==> config.mk <==
export PLATFORM = sky130hd
export DESIGN_NAME = ps2_rx_fifo
export DESIGN_NICKNAME = d
export VERILOG_FILES = /design/src/rtl/ps2_rx_fifo_pkg.sv /design/src/rtl/ps2_byte_fifo.sv /design/src/rtl/ps2_rx_fifo.sv
export SDC_FILE = /design/constraint.sdc
export NUM_CORES = 1
export LEC_CHECK = 0
export ABC_AREA = 1
export ABC_CLOCK_PERIOD_IN_PS = 6000
export CAP_MARGIN = 20
export CORE_MARGIN = 3
export CORE_UTILIZATION = 50
export CTS_CLUSTER_SIZE = 20
export DETAILED_ROUTE_END_ITERATION = 8
export GPL_TIMING_DRIVEN = 0
export PLACE_DENSITY = 0.66
export SLEW_MARGIN = 10
export SYNTH_ARGS = -nofsm -noshare
export SYNTH_HDL_FRONTEND = slang
export SYNTH_SLANG_ARGS = --single-unit
==> constraint.sdc <==
create_clock -name clk -period 6 [get_ports clk]
set_input_delay 1.2 -clock clk [delete_from_list [all_inputs] [get_ports clk]]
set_output_delay 1.2 -clock clk [all_outputs]
set_load 0.01 [all_outputs]
==> src/rtl/ps2_rx_fifo_pkg.sv <==
// Shared types and constants for the PS/2 receive path.
package ps2_pkg;

  typedef enum logic [1:0] {
    IDLE   = 2'd0,
    DATA   = 2'd1,
    PARITY = 2'd2,
    STOP   = 2'd3
  } ps2_state_e;

  localparam int PS2_FRAME_BITS = 11;
  localparam int PS2_DATA_BITS  = 8;

  localparam int DEF_SYNC_STAGES    = 2;
  localparam int DEF_FILTER_LEN     = 4;
  localparam int DEF_TIMEOUT_CYCLES = 25000;
  localparam int DEF_FIFO_DEPTH     = 8;

  // Odd parity: data bits plus parity bit must hold an odd number of ones.
  function automatic logic odd_parity_ok(input logic [PS2_DATA_BITS-1:0] d, input logic p);
    return ^{d, p};
  endfunction

endpackage

==> src/rtl/ps2_byte_fifo.sv <==
// Show-ahead byte FIFO; a push while full is still accepted when a pop frees a slot that cycle.
module ps2_byte_fifo
  import ps2_pkg::*;
#(
  parameter int DEPTH = DEF_FIFO_DEPTH,
  parameter int WIDTH = PS2_DATA_BITS
) (
  input  logic             clk,
  input  logic             reset_n,
  input  logic             push_i,
  input  logic [WIDTH-1:0] push_data_i,
  input  logic             pop_i,
  output logic [WIDTH-1:0] head_o,
  output logic             empty_o,
  output logic             drop_o
);

  localparam int AW = $clog2(DEPTH);

  logic [AW:0]      wptr_q, wptr_d;
  logic [AW:0]      rptr_q, rptr_d;
  logic [WIDTH-1:0] mem_q [DEPTH];
  logic             full;
  logic             pop_ok;
  logic             push_ok;

  assign empty_o = (wptr_q == rptr_q);
  assign full    = ((wptr_q ^ rptr_q) == {1'b1, {AW{1'b0}}});
  assign pop_ok  = pop_i & ~empty_o;
  assign push_ok = push_i & (~full | pop_ok);
  assign drop_o  = push_i & ~push_ok;

  assign wptr_d = wptr_q + {{AW{1'b0}}, push_ok};
  assign rptr_d = rptr_q + {{AW{1'b0}}, pop_ok};

  // Gated so the head reads as zero, not stale storage, while empty.
  assign head_o = empty_o ? '0 : mem_q[rptr_q[AW-1:0]];

  always_ff @(posedge clk or negedge reset_n) begin
    if (!reset_n) begin
      wptr_q <= '0;
      rptr_q <= '0;
    end else begin
      wptr_q <= wptr_d;
      rptr_q <= rptr_d;
    end
  end

  always_ff @(posedge clk) begin
    if (push_ok) mem_q[wptr_q[AW-1:0]] <= push_data_i;
  end

endmodule

==> src/rtl/ps2_rx_fifo.sv <==
// PS/2 device-to-host receiver: synchronise, de-glitch clock, deserialise, check, buffer.
module ps2_rx_fifo
  import ps2_pkg::*;
#(
  parameter int SYNC_STAGES    = DEF_SYNC_STAGES,
  parameter int FILTER_LEN     = DEF_FILTER_LEN,
  parameter int TIMEOUT_CYCLES = DEF_TIMEOUT_CYCLES,
  parameter int FIFO_DEPTH     = DEF_FIFO_DEPTH
) (
  input  logic                     clk,
  input  logic                     reset_n,
  input  logic                     ps2_clk,
  input  logic                     ps2_data,
  input  logic                     rd_en,
  input  logic                     err_clr,
  output logic [PS2_DATA_BITS-1:0] rd_data,
  output logic                     rd_valid,
  output logic                     frame_err,
  output logic                     overflow
);

  localparam int FW = $clog2(FILTER_LEN + 1);
  localparam int TW = $clog2(TIMEOUT_CYCLES + 1);

  logic [SYNC_STAGES-1:0]   clk_sync_q, dat_sync_q;
  logic                     sclk, sdat;
  logic [FW-1:0]            filt_cnt_q, filt_cnt_d;
  logic                     fclk_q, fclk_d, fclk_prev_q;
  logic                     fall;

  ps2_state_e               state_q, state_d;
  logic [2:0]               bitcnt_q, bitcnt_d;
  logic [TW-1:0]            tmo_q, tmo_d;
  logic                     tmo_hit;
  logic [PS2_DATA_BITS-1:0] shift_q;
  logic                     par_q;

  logic                     push_q, push_d;
  logic [PS2_DATA_BITS-1:0] push_data_q;
  logic                     frame_set;
  logic                     fifo_empty, fifo_drop;
  logic                     frame_err_q, overflow_q;

  assign sclk = clk_sync_q[SYNC_STAGES-1];
  assign sdat = dat_sync_q[SYNC_STAGES-1];

  // Filtered clock only follows the synchronised line after FILTER_LEN agreeing samples.
  always_comb begin
    filt_cnt_d = '0;
    fclk_d     = fclk_q;
    if (sclk != fclk_q) begin
      if (filt_cnt_q == FW'(FILTER_LEN - 1)) fclk_d = sclk;
      else                                  filt_cnt_d = filt_cnt_q + 1'b1;
    end
  end

  assign fall = fclk_prev_q & ~fclk_q;

  always_ff @(posedge clk or negedge reset_n) begin
    if (!reset_n) begin
      clk_sync_q  <= '1;
      dat_sync_q  <= '1;
      filt_cnt_q  <= '0;
      fclk_q      <= 1'b1;
      fclk_prev_q <= 1'b1;
    end else begin
      clk_sync_q  <= {clk_sync_q[SYNC_STAGES-2:0], ps2_clk};
      dat_sync_q  <= {dat_sync_q[SYNC_STAGES-2:0], ps2_data};
      filt_cnt_q  <= filt_cnt_d;
      fclk_q      <= fclk_d;
      fclk_prev_q <= fclk_q;
    end
  end

  assign tmo_hit = (state_q != IDLE) && (tmo_q == TW'(TIMEOUT_CYCLES));

  always_ff @(posedge clk or negedge reset_n) begin
    if (!reset_n) state_q <= IDLE;
    else          state_q <= state_d;
  end

  always_comb begin
    state_d = state_q;
    if (tmo_hit) begin
      state_d = IDLE;
    end else if (fall) begin
      unique case (state_q)
        IDLE:    if (!sdat) state_d = DATA;
        DATA:    if (bitcnt_q == 3'd7) state_d = PARITY;
        PARITY:  state_d = STOP;
        STOP:    state_d = IDLE;
        default: state_d = IDLE;
      endcase
    end
  end

  always_comb begin
    push_d    = 1'b0;
    frame_set = 1'b0;
    if (tmo_hit) begin
      frame_set = 1'b1;
    end else if (fall && state_q == STOP) begin
      if (sdat && odd_parity_ok(shift_q, par_q)) push_d    = 1'b1;
      else                                       frame_set = 1'b1;
    end
  end

  always_comb begin
    bitcnt_d = bitcnt_q;
    if (state_q == IDLE)             bitcnt_d = '0;
    else if (fall && state_q == DATA) bitcnt_d = bitcnt_q + 1'b1;
    tmo_d = tmo_q + 1'b1;
    if (state_q == IDLE || fall || tmo_hit) tmo_d = '0;
  end

  always_ff @(posedge clk or negedge reset_n) begin
    if (!reset_n) begin
      bitcnt_q    <= '0;
      tmo_q       <= '0;
      push_q      <= 1'b0;
      frame_err_q <= 1'b0;
      overflow_q  <= 1'b0;
    end else begin
      bitcnt_q    <= bitcnt_d;
      tmo_q       <= tmo_d;
      push_q      <= push_d;
      frame_err_q <= frame_set | (frame_err_q & ~err_clr);
      overflow_q  <= fifo_drop | (overflow_q & ~err_clr);
    end
  end

  always_ff @(posedge clk) begin
    if (fall && state_q == DATA)   shift_q[bitcnt_q] <= sdat;
    if (fall && state_q == PARITY) par_q <= sdat;
    if (push_d)                    push_data_q <= shift_q;
  end

  ps2_byte_fifo #(
    .DEPTH (FIFO_DEPTH),
    .WIDTH (PS2_DATA_BITS)
  ) u_fifo (
    .clk         (clk),
    .reset_n     (reset_n),
    .push_i      (push_q),
    .push_data_i (push_data_q),
    .pop_i       (rd_en),
    .head_o      (rd_data),
    .empty_o     (fifo_empty),
    .drop_o      (fifo_drop)
  );

  assign rd_valid  = ~fifo_empty;
  assign frame_err = frame_err_q;
  assign overflow  = overflow_q;

endmodule

# Word level (Yosys, flattened, before mapping)
# Memories as Yosys holds them, arrays and structs flattened.
# Cells that the tools add are included.
# totals
mem_count,1
out_inout_bits,11
input_bits,6
wordCells,87
mem_bits_rw,64
regBits,57
# classes
n_addsub,5
order_cmp,2
reduce_logical,15
muxes,22
eq_ne,11
n_bitwise,15
# mem_list
name,words,width,rd,rd_ports_with_merged_regs,write_ports,line,text
u_fifo.mem_q,8,8,1,0,1,ps2_byte_fifo.sv:22,logic [WIDTH-1:0] mem_q [DEPTH];
# ops
cell,count
"adder 15 x 1 -> 15 bit, second input constant",1
"equality test 15 bit, second input constant",1
two-way mux 15 bit,1
two-way mux 3 bit,4
two-way mux 1 bit,9
parity 9 bit,1
adder 4 x 1 -> 4 bit,2
bitwise mux 8 bit,1
two-way mux 2 bit,4
two-way mux 8 bit,1
case mux 2 bit (4 select lines),1
"adder 3 x 1 -> 3 bit, second input constant",2
AND 1 bit,6
logical AND 1 bit,6
"!= test 3 bit, second input constant",2
nonzero test 2 bit,3
NOT 1 bit,5
"equality test 2 bit, second input constant",2
equality test 4 bit,1
"equality test 4 bit, second input constant",1
"less-than comparator 3 x 4 -> 1 bit, second input constant",1
bitwise XOR 4 bit,1
demux 1 bit (select 3 bit),1
"equality test 3 x 2 -> 1 bit, second input constant",1
9 further kinds,12

# Logic depth before layout (Yosys ltp)
# depth
ltp_word,8
ltp_mapped,11
depth_no_buf,10

# Cells and area by module
# Synthesis repeated with hierarchy kept, for this count alone.
# hier_totals
cells_unflattened,509
area_unflattened_um2,5432.7
# by_module_without_submodules
mod,cells_per_inst,area_per_inst_um2,seq_area_each_um2,n_inst
ps2_byte_fifo,264,3101.7,2122.0,1
ps2_rx_fifo,245,2331.0,1318.8,1

# Worst setup path before layout
# No wires, ideal clock.
# synth_timing
path_kind,register to output
startpoint,register u_fifo.rptr_q[1]
endpoint,output port rd_data[0]
t_arrival_ns,1.224
path_slack_ns,3.576
path_buffers,1
path_stages_with_launch,9
required_ns,4.800
path_cell_list,dfrtp_1 buf_6 inv_1 nand2_1 nand4_1 nor2_2 nand2_2 o21ai_0 nor2_1
# synth_between
elab_chain_cells,2
elab_cells_between_ends,3
classes_between,1 x eq/ne; 1 x mux; 1 x memory
# synth_rtl
element,line,text
"start, declared",ps2_byte_fifo.sv:21,"logic [AW:0] rptr_q, rptr_d;"
"start signal, assigned",ps2_byte_fifo.sv:45,rptr_q <= rptr_d;
memory read (8 x 8 bit) / equality test 4 bit (equally long branches),--,
two-way mux 8 bit (*),ps2_byte_fifo.sv:37,assign head_o = empty_o ? '0 : mem_q[rptr_q[AW-1:0]];
"end, declared",ps2_rx_fifo.sv:16,"output logic [PS2_DATA_BITS-1:0] rd_data,"
# Mark *: on every way between the ends. The rest lies on a longest branch, timed or not.

# Worst setup path after layout
# layout_timing
startpoint,register u_fifo.rptr_q[1]
endpoint,output port rd_data[4]
# Same word-level chain as after synthesis.

==> qor.yml <==
status: "finished clean"
peakVddDrop_mv: 0.228
seq_area_frac_synth: 0.646
track_usage: 0.183
numClockSinks: 121
viasPerCell: 5.12
post-synth-top-area-cell: "edfxtp_1"
synth_seq_cells: 121
setup_viol: 0
diodes: 0
min_path_type: "register to register"
drt-initial-drc-count: 212
synth_edf_count: 81
hold_buffers: 0
h-tree-depth: 4
die-area_sq_um: 11900
path_class: "register to output pin"
worstPathRequired_ps: 4800
route.vias.total: 3512
drive_above_1_share: 0.133
path_clk_slew_ps: 50
maxCapViolCount: 0
tritoncts: "yes"
cts_buffers: 17
gr-total-overflow: 0
synth_fp_nets: 516
cts_resized: 0
synth_top_area_frac: 0.457
yosys-top-cells-area: "edfxtp_1, dfrtp_1, nor2_1"
syn_area_sq_um: 5330
crit_path_max_fanout: 10
max-slew-margin-rel: 0.296
fin_skew_ps: 9.64
max_freq_mhz: 266
end_kind: "output pin"
yosysWarnings: 0
routed_wl_mm: 9.80
slew_viol_final: 0
syn_to_final_growth_pct: 18.4
core_sq_um: 10300
nFillCells: 826
clockBufferDepth: 2
drt_first_pass_iters: 5
ys_top_cells_by_count: "nor2_1, edfxtp_1, nand2_1, inv_1, o21ai_0"
async_flop_share: 0.331
p_per_area_nw_per_um2: 439
route.detailed.drc: 0
start_kind: "register"
critPathArrivalTime_ps: 2560
ios: 17
netlist_instances: 496
num-nets-final: 558
grt_max_degree: 37
dieHeight_um: 109
post_cts_buffers: 0
die_w_um: 109
gp_congestion: 0.868
final_core_util: 0.611
start_util: 0.516
power_leakage_nw: 2.51
routedWlPerCell_um: 14.3
grt_pass1_vias: 3491
clock_latency_ps: 510
rsz0062_at_grt: "no"
yosysMostFrequentCell: "nor2_1"
synth_ff_type: "edfxtp_1"
antenna_found_initial: 0
fin_crit_sh: 0.626
dp_hpwl_mm: 6.86
root_buffer: "clkbuf_8"
ant_nets: 0
rows: 37
max_slew.worst_pin.slew_ps: 1050
port-buffer-count: 16
setup_tns_ps: 0
finalHoldViolCount: 0
synthDistinctLibCells: 37
syn_area_per_cell_sq_um: 10.7
fin_crit_ps: 3760
grt_pass1_wl_mm: 16.5
## flip-flops by register name, indices dropped and copies added (netlist names), 2 cells and up
register and count:
shift_q 8, u_fifo.mem_q 64, u_fifo.rptr_q 4, bitcnt_q 3
filt_cnt_q 3, u_fifo.wptr_q 4, state_q 2, dat_sync_q 2
push_data_q 8, clk_sync_q 2, tmo_q 15
## final cells by class
type                       instances  area (sq um)  share of cell area
buffer                            13          86.3              0.0137
tap                              136           170              0.0270
inverter                          53           199              0.0315
clock buffer                      18           418              0.0663
clock inverter                    13           178              0.0282
multi-input combinational        309          1610               0.255
sequential                       121          3440               0.546
timing repair buffer              23           208              0.0329
## cells in the final DEF, fill, tap and decap left out, types with 5 or more instances in the layout
master	netlist	final
nor2_1	85	85
edfxtp_1	81	81
nand2_1	71	71
inv_1	51	51
o21ai_0	42	42
dfrtp_1	34	34
nand3_1	19	19
o22ai_1	16	16
clkbuf_16	0	16
clkdlybuf4s50_1	0	15
nor3_1	15	14
ha_1	14	14
buf_2	4	10
xor2_1	9	9
dfstp_2	6	6
buf_4	4	5
nor2_2	5	5
xnor2_1	5	5
## stage by stage
step | worst slack [ps] | area (sq um) | instances | hold slack, ps | total power, mW
finish | 2240 | 6310 | 686 | 356 | 2.77
global placement | 2630 | 5660 | 648 | 346 | 1.75
global route | 2090 | 6310 | 686 | 361 | 2.93
CTS | 2250 | 6310 | 686 | 358 | 2.80
floorplan | 3580 | 5330 | 496 | 345 | 1.49
detailed placement | 2820 | 5710 | 655 | 349 | 1.78
## cells by family after synthesis
group	synth area share
XOR/XNOR	0.0230
multiplexers	0.00211
flip-flops	0.646
AO/OA/AOI/OAI	0.0709
adder cells (fa/ha/maj)	0.0329
AND/OR/NAND/NOR	0.172
buffers and inverters	0.0535
## worst paths after layout
kind | start | to | slack (ps) | cells after the start
max in group asynchronous | reset_n | clk_sync_q[1]$_DFF_PN1_ | 5020 | 2
min in group asynchronous | reset_n | bitcnt_q[2]$_DFFE_PN0P_ | 500 | 1
min | clk_sync_q[0]$_DFF_PN1_ | clk_sync_q[1]$_DFF_PN1_ | 360 | 0
max reg2reg | u_fifo.rptr_q[1]$_DFF_PN0_ | u_fifo.mem_q[2][2]$_DFFE_PP_ | 3580 | 8
max | u_fifo.rptr_q[1]$_DFF_PN0_ | rd_data[4] | 2240 | 9
min reg2reg | clk_sync_q[0]$_DFF_PN1_ | clk_sync_q[1]$_DFF_PN1_ | 360 | 0
## critical path: stages, from the launching register on
cell,delay [ps]
dfrtp_1,390
buf_6,150
inv_1,190
nand2_1,100
nand4_1,130
nor2_2,60
nand2_2,160
o21ai_0,180
nor2_1,130
clkdlybuf4s50_1,540
## per-layer routing
layer,global-route usage,wire length (um),up-vias,share of wire
met5,0,0,-,0
met4,0.0739,61,0,0.0062
met3,0.0539,372,6,0.038
met2,0.306,4950,59,0.51
met1,0.224,4410,1685,0.45
li1,-,-,1762,-
## report_power, final
| part | switching (mW) | internal, mW |
|---|---|---|
| Clock | 0.341 | 0.668 |
| Combinational | 0.452 | 0.312 |
| Sequential | 0.0455 | 0.948 |
| Total | 0.838 | 1.93 |
Note: power is estimated with default switching activity, not from simulation.
